--- src/rtl/iir8_coeff_ctrl.sv ---
// iir8_coeff_ctrl: shadow/active coefficient bank, atomic apply on frame sync, settle timer gating out_valid.
// Optional active-bank readback is enabled by defining IIR8_COEFF_READBACK_EN.
module iir8_coeff_ctrl #(
    parameter int          NSECT         = 4,
    parameter int          ADDRBITS      = 4,
    parameter int          SETTLE_CYCLES = 8,
    parameter logic [11:0] DEFAULT_COEF  = 12'h800
) (
    input  logic                  clk,
    input  logic                  rst_n,
    input  logic                  wr_en,
    input  logic [ADDRBITS-1:0]   wr_addr,
    input  logic [11:0]           wr_data,
    output logic                  wr_err,
    input  logic                  commit,
    input  logic                  sync,
    output logic [12*NSECT-1:0]   mult_val_out,
    output logic                  coef_update,
    output logic                  out_valid,
    output logic                  busy,
    input  logic [ADDRBITS-1:0]   rd_addr,
    output logic [11:0]           rd_data
);
    typedef enum logic [1:0] {IDLE, PENDING, SETTLE} state_t;
    localparam logic [7:0]        CNT_INIT = 8'(SETTLE_CYCLES - 1);
    localparam logic [ADDRBITS:0] NS       = (ADDRBITS + 1)'(NSECT);
    state_t      state, state_d;
    logic [7:0]  cnt, cnt_d;
    logic        pend, pend_d, ov_d, apply, wr_bad;
    logic [11:0] shadow [NSECT];
    logic [11:0] active [NSECT];
    assign wr_bad = {1'b0, wr_addr} >= NS;
    always_comb begin
        state_d = state;
        cnt_d   = cnt;
        pend_d  = pend;
        ov_d    = out_valid;
        apply   = 1'b0;
        case (state)
            IDLE:    state_d = commit ? PENDING : IDLE;
            PENDING: if (sync) begin
                apply   = 1'b1;
                state_d = SETTLE;
                cnt_d   = CNT_INIT;
                ov_d    = 1'b0;
            end
            SETTLE:  if (cnt == 8'd0) begin
                // a commit arriving while settling is held and served once the pipeline is flushed
                state_d = (pend || commit) ? PENDING : IDLE;
                ov_d    = !(pend || commit);
                pend_d  = 1'b0;
            end else begin
                cnt_d  = cnt - 8'd1;
                pend_d = pend || commit;
            end
            default: state_d = IDLE;
        endcase
    end
    always_ff @(posedge clk or negedge rst_n) begin
        if (!rst_n) begin
            state       <= SETTLE;
            cnt         <= CNT_INIT;
            pend        <= 1'b0;
            out_valid   <= 1'b0;
            busy        <= 1'b1;
            coef_update <= 1'b0;
            wr_err      <= 1'b0;
        end else begin
            state       <= state_d;
            cnt         <= cnt_d;
            pend        <= pend_d;
            out_valid   <= ov_d;
            busy        <= state_d != IDLE;
            coef_update <= apply;
            wr_err      <= wr_en && wr_bad;
        end
    end
    // the copy reads the pre-edge shadow, so a same-cycle write is excluded from the applied set
    always_ff @(posedge clk or negedge rst_n) begin
        if (!rst_n) begin
            for (int s = 0; s < NSECT; s++) begin
                shadow[s] <= DEFAULT_COEF;
                active[s] <= DEFAULT_COEF;
            end
        end else begin
            for (int s = 0; s < NSECT; s++) begin
                if (wr_en && wr_addr == ADDRBITS'(s)) shadow[s] <= wr_data;
                if (apply) active[s] <= shadow[s];
            end
        end
    end
    for (genvar g = 0; g < NSECT; g++) begin : g_out
        assign mult_val_out[12*g +: 12] = active[g];
    end
`ifdef IIR8_COEFF_READBACK_EN
    logic [11:0] rd_mux;
    always_comb begin
        rd_mux = '0;
        for (int s = 0; s < NSECT; s++) if (rd_addr == ADDRBITS'(s)) rd_mux = active[s];
    end
    always_ff @(posedge clk or negedge rst_n) begin
        if (!rst_n) rd_data <= '0;
        else rd_data <= rd_mux;
    end
`else
    logic unused_rd;
    assign unused_rd = ^rd_addr;
    assign rd_data   = '0;
`endif
endmodule

--- config.mk ---
export PLATFORM = sky130hd
export DESIGN_NAME = iir8_coeff_ctrl
export DESIGN_NICKNAME = d
export VERILOG_FILES = /design/src/rtl/iir8_coeff_ctrl.sv
export SDC_FILE = /design/constraint.sdc
export NUM_CORES = 1
export LEC_CHECK = 0
export ABC_CLOCK_PERIOD_IN_PS = 4000
export CAP_MARGIN = 10
export CORE_UTILIZATION = 35
export CTS_CLUSTER_DIAMETER = 30
export DETAILED_ROUTE_END_ITERATION = 12
export PLACE_DENSITY = 0.62
export SLEW_MARGIN = 20
export SYNTH_ARGS = -nofsm -noshare
export SYNTH_HDL_FRONTEND = slang
export SYNTH_SLANG_ARGS = --single-unit
--- constraint.sdc ---
create_clock -name clk -period 4 [get_ports clk]
set_clock_uncertainty 0.15 [all_clocks]
set_input_delay 0.8 -clock clk [delete_from_list [all_inputs] [get_ports clk]]
set_output_delay 0.8 -clock clk [all_outputs]
set_load 0.05 [all_outputs]
; Yosys cells after proc, flatten, opt, wreduce, memory -nomap -nowiden
; Cells that the tools add are included.
[totals]
latch_bits = 0
register_bits = 111
mem_bits_ro = 0
memories = 0
in_bits = 25
ram_bits = 0
[op_classes]
bitwise_logic = 0
n_shift = 0
order_cmp = 1
n_reduce_logical = 14
div = 0
mux = 14
addsub = 1
multipliers = 0
n_eq_ne = 8
[ops]
columns = op, n
row1 = $mux 8, 2
row2 = $pmux 8 s2, 1
row3 = $eq 4x2->1 const B, 2
row4 = $logic_not 8->1, 1
row5 = $sub 8x1->8 const B, 1
row6 = $mux 1, 7
row7 = $ne 2x2->1 const B, 3
row8 = $pmux 2 s3, 1
row9 = $reduce_and 3->1, 2
row10 = $logic_and 1x1->1, 5
row11 = $eq 4x1->1 const B, 1
row12 = $ge 4x3->1 const B, 1
row13 = $logic_not 4->1, 1
row14 = $mux 2, 2
row15 = $reduce_bool 2->1, 2
row16 = $eq 2x1->1 const B, 1
row17 = $eq 2x2->1 const B, 1
row18 = $logic_not 2->1, 1
row19 = $pmux 1 s2, 1
row20 = $logic_not 1->1, 1
row21 = $logic_or 1x1->1, 1

; Logic depth before layout (Yosys ltp)
[depth]
depth_word = 5
depth_mapped = 7

; Least setup slack after synthesis
; Ideal clock, no wire load.
[synth_timing]
kind = input-to-reg
startpoint = in wr_addr[2]
endpoint = reg shadow[14] in the netlist's numbering
setup_time_ns = 0.125
arrival_time_ns = 1.800
slack_ns = 1.925
cell_stages = 5
n_path_buf = 1
path_cell_list = nor2_2 > nand2_1 > nor3b_2 > buf_6 > mux2_2
[synth_between]
elab_chain_cells = 2
[synth_rtl]
columns = element, line_no
row1 = from (decl), 12  ; input logic [ADDRBITS-1:0] wr_addr,
row2 = $eq 4x2->1, 87  ; if (wr_en && wr_addr == ADDRBITS'(s)) shadow[s] <= wr_data;
row3 = $logic_and 1x1->1, 87
row4 = "to (signal, indexed assignment)", 87
row5 = to (decl), 30  ; logic [11:0] shadow [NSECT];
; No other way between the ends.
; A chain may end at the register's enable or synchronous reset.

; Final worst setup path
[layout_timing]
startpoint = reg active (netlist bit mult_val_out[35])
endpoint = out mult_val_out[35]
[layout_rtl]
columns = element, line_no
row1 = from (decl), 31  ; logic [11:0] active [NSECT];
row2 = "from (signal, indexed assignment)", 88  ; if (apply) active[s] <= shadow[s];
row3 = to (decl), 17  ; output logic [12*NSECT-1:0] mult_val_out,
; No word-level cell between the ends.

==> impl_metrics.env <==
export IMPL_startpoint_type="flop"
export IMPL_fill_cells=1188
export IMPL_cts_buffer_depth=2
export IMPL_slew_headroom_pct=47.6
export IMPL_setup_viol=0
export IMPL_power_frac_comb_pct=39.2
export IMPL_drt_iter0_drc=121
export IMPL_p_switching_mw=1.78
export IMPL_crit_arrival_ns=1.66
export IMPL_design_area_um2=5650
export IMPL_switching_share_pct=39.4
export IMPL_finalNonFillerCells=638
export IMPL_crit_family="buffers and inverters"
export IMPL_clockPowerShare_pct=22.8
export IMPL_multi_input_area_um2=1500
export IMPL_grt_overflow=0
export IMPL_fin_crit_sh_pct=65.4
export IMPL_grt_antenna_before_repair=0
export IMPL_worstSkewPairLatency_ns=0.34
export IMPL_drt_wirelength_per_cell_um=13.8
export IMPL_tightest_slew_ns=0.781
export IMPL_path_cells="clkdlybuf4s50_1"
export IMPL_synth_cells=390
export IMPL_path_max_fanout=2
export IMPL_h_tree_depth=3
export IMPL_worst_ir_drop_vdd_mv=0.324
export IMPL_power_density_nw_per_um2=801
export IMPL_io_pins=89
export IMPL_cts_root_buf="clkbuf_16"
export IMPL_drc_errors=0
export IMPL_die_h_um=115
export IMPL_start_util_pct=35.7
export IMPL_numPortBuffers=72
export IMPL_drive_above_1_share_pct=20.2
export IMPL_grt_start_max_net_pins=83
export IMPL_die_w_um=115
export IMPL_synth_seq_cells=111
export IMPL_crit_buf_inv=1
export IMPL_via_count=2876
export IMPL_period_needed_ns=2.61
export IMPL_postCtsResizedCells=0
export IMPL_area_growth_pct=25.6
export IMPL_core_um2=12600
export IMPL_gp_congestion=0.738
export IMPL_grt_pass1_vias=2878
export IMPL_finalHoldViolations=0
export IMPL_drtAntennaViolNets=0
export IMPL_ys_seq_area_share_pct=62.2
export IMPL_diodes=0
export IMPL_grt_first_pass_wirelength_mm=14.5
export IMPL_clkTransAtPathRegs_ns=0.07
export IMPL_grtUsageTotal_pct=14.4
export IMPL_regArea_um2=2790
export IMPL_synth_cell_types=37
export IMPL_rsz0062_at_grt="no"
export IMPL_cts_setup_buffers=0
export IMPL_p_leak_nw=2.64
export IMPL_dp_hpwl_mm=5.73
export IMPL_hold_path_class="reg2reg"
export IMPL_nNetsFinal=487
export IMPL_syn_cell_area_um2=4490
export IMPL_slowest_stage="clkdlybuf4s50_1"
export IMPL_tns_ns=0
export IMPL_drt_pass1_iter_count=5
export IMPL_crit_required_ns=3.05
export IMPL_cts_tree="built"
export IMPL_avgSynthCellArea_um2=11.5
export IMPL_critPathMaxStageDelay_ns=0.79
export IMPL_cp_end_kind="output port"
export IMPL_crit_type="reg2out"
export IMPL_intPower_mw=2.74
export IMPL_fmax_mhz=382
export IMPL_status="finished clean"
export IMPL_drt_wl_total_mm=8.79
export IMPL_numCtsBuffers=9
export IMPL_placementRows=41
export IMPL_cts_hold_buf=0
export IMPL_drv_cap=0
export IMPL_power_frac_seq_pct=37.9
export IMPL_cts_sinks=111
export IMPL_slew_violations=0
export IMPL_dieArea_um2=13300
export IMPL_viasPerCell=4.51
export IMPL_placement_cell_area_um2=5290
export IMPL_yosysWarnings=0
export IMPL_placed_cells=622
power by group through the flow:
| stage | combinational [mW] | clock (mW) | sequential, mW |
|---|---|---|---|
| detailed placement | 1.79 | 0 | 1.74 |
| finish | 1.77 | 1.03 | 1.72 |
| global route | 1.89 | 1.11 | 1.77 |
| CTS | 1.79 | 1.06 | 1.72 |
| global placement | 1.77 | 0 | 1.73 |
| floorplan | 0.506 | 0 | 2.45 |
logic make-up after synthesis:
logic type                 Yosys count  share of synthesized area, %
AOI/OAI and AO/OA                   13                          2.03
adders and majority gates            1                         0.278
buffers and inverters               33                          5.35
DFF                                111                          62.2
muxes                               53                          13.1
other                                1                        0.0835
and+or+nand+nor                    178                          16.9
cells in the final DEF, fill, tap and decap left out, types with 2 or more instances in the layout:
cell	netlist	final
nand2_1	153	153
dfrtp_1	98	98
clkdlybuf4s50_1	0	71
mux2_2	48	48
dfstp_2	13	13
conb_1	1	12
clkbuf_16	0	9
nor2_1	5	5
mux2i_1	5	5
buf_4	14	5
inv_1	4	4
nand3_1	3	3
nor3_1	3	3
a31oi_1	3	3
nand4_1	3	3
bufinv_16	0	3
a21oi_1	2	2
clkinvlp_4	0	2
state kept, by name (all words and copies together) (netlist names):
| register | cells |
|---|---|
| cnt | 8 |
| coef_update | 1 |
| shadow | 48 |
| wr_err | 1 |
| busy | 1 |
| state | 2 |
| out_valid | 1 |
| mult_val_out | 48 |
| pend | 1 |
Yosys cell counts:
cell type | count | area [um^2]
a211oi_1 | 1 | 7.51
a21boi_2 | 1 | 11.3
a21oi_1 | 2 | 10.0
a21oi_2 | 1 | 8.76
a22oi_1 | 1 | 7.51
a31o_1 | 1 | 8.76
a31oi_1 | 3 | 18.8
buf_2 | 7 | 35.0
buf_4 | 14 | 105
buf_6 | 7 | 78.8
conb_1 | 1 | 3.75
dfrtp_1 | 98 | 2450
dfstp_2 | 13 | 342
ha_1 | 1 | 12.5
inv_1 | 4 | 15.0
inv_4 | 1 | 6.26
mux2_2 | 48 | 541
mux2i_1 | 5 | 50.1
nand2_1 | 153 | 574
nand2b_1 | 1 | 6.26
nand3_1 | 3 | 15.0
nand4_1 | 3 | 18.8
nand4b_1 | 1 | 8.76
nor2_1 | 5 | 18.8
nor2_2 | 1 | 6.26
nor2b_1 | 1 | 6.26
nor2b_4 | 1 | 13.8
nor3_1 | 3 | 15.0
nor3_2 | 1 | 10.0
nor3b_2 | 1 | 12.5
nor3b_4 | 1 | 18.8
nor4_4 | 1 | 21.3
o21ai_0 | 1 | 5.00
o22ai_1 | 1 | 6.26
o31ai_1 | 1 | 7.51
or2_1 | 1 | 6.26
or2_4 | 1 | 8.76
metrics by stage:
step | utilization [%] | worst slack (ns) | total power [mW] | hold slack, ns
after floorplan | - | 1.92 | 2.95 | 0.282
after global placement | 42.1 | 1.17 | 3.49 | 0.295
after detailed placement | 42.1 | 1.12 | 3.52 | 0.302
after CTS | 44.9 | 1.37 | 4.57 | 0.314
after global routing | 44.9 | 1.34 | 4.77 | 0.334
final | 44.9 | 1.39 | 4.52 | 0.310
routing by layer:
metal  global-route usage, %  vias to the layer above  part of all wire [%]
met5                       0                        -                     0
met4                    5.71                        0                   1.4
met3                    3.06                        8                   3.5
met2                    22.8                       62                    48
met1                    19.4                     1431                    47
li1                        -                     1375                     -
path summary, 6_finish.rpt:
kind                                         startpoint                      endpoint  slack, ns  cells after the start
setup / recovery           mult_val_out[35]$_DFFE_PN1P_              mult_val_out[35]       1.39                      1
hold / removal                   shadow[23]$_DFFE_PN1P_  mult_val_out[35]$_DFFE_PN1P_       0.31                      2
setup reg to reg                     cnt[0]$_DFFE_PN1P_            cnt[7]$_DFFE_PN0P_       2.00                      6
hold reg to reg                  shadow[23]$_DFFE_PN1P_  mult_val_out[35]$_DFFE_PN1P_       0.31                      2
max in group asynchronous                         rst_n  mult_val_out[21]$_DFFE_PN0P_       2.64                      2
min in group asynchronous                         rst_n  mult_val_out[37]$_DFFE_PN0P_       0.35                      1
area by class of cell:
type                            instances  area share [%]
Sequential cell                       111            49.5
Multi-Input combinational cell        257            26.6
Timing Repair Buffer                   77            13.5
Clock buffer                           10            4.23
Tap cell                              172            3.81
Clock inverter                          6            2.06
Inverter                                5           0.377
Note: power is estimated with default switching activity, not from simulation.
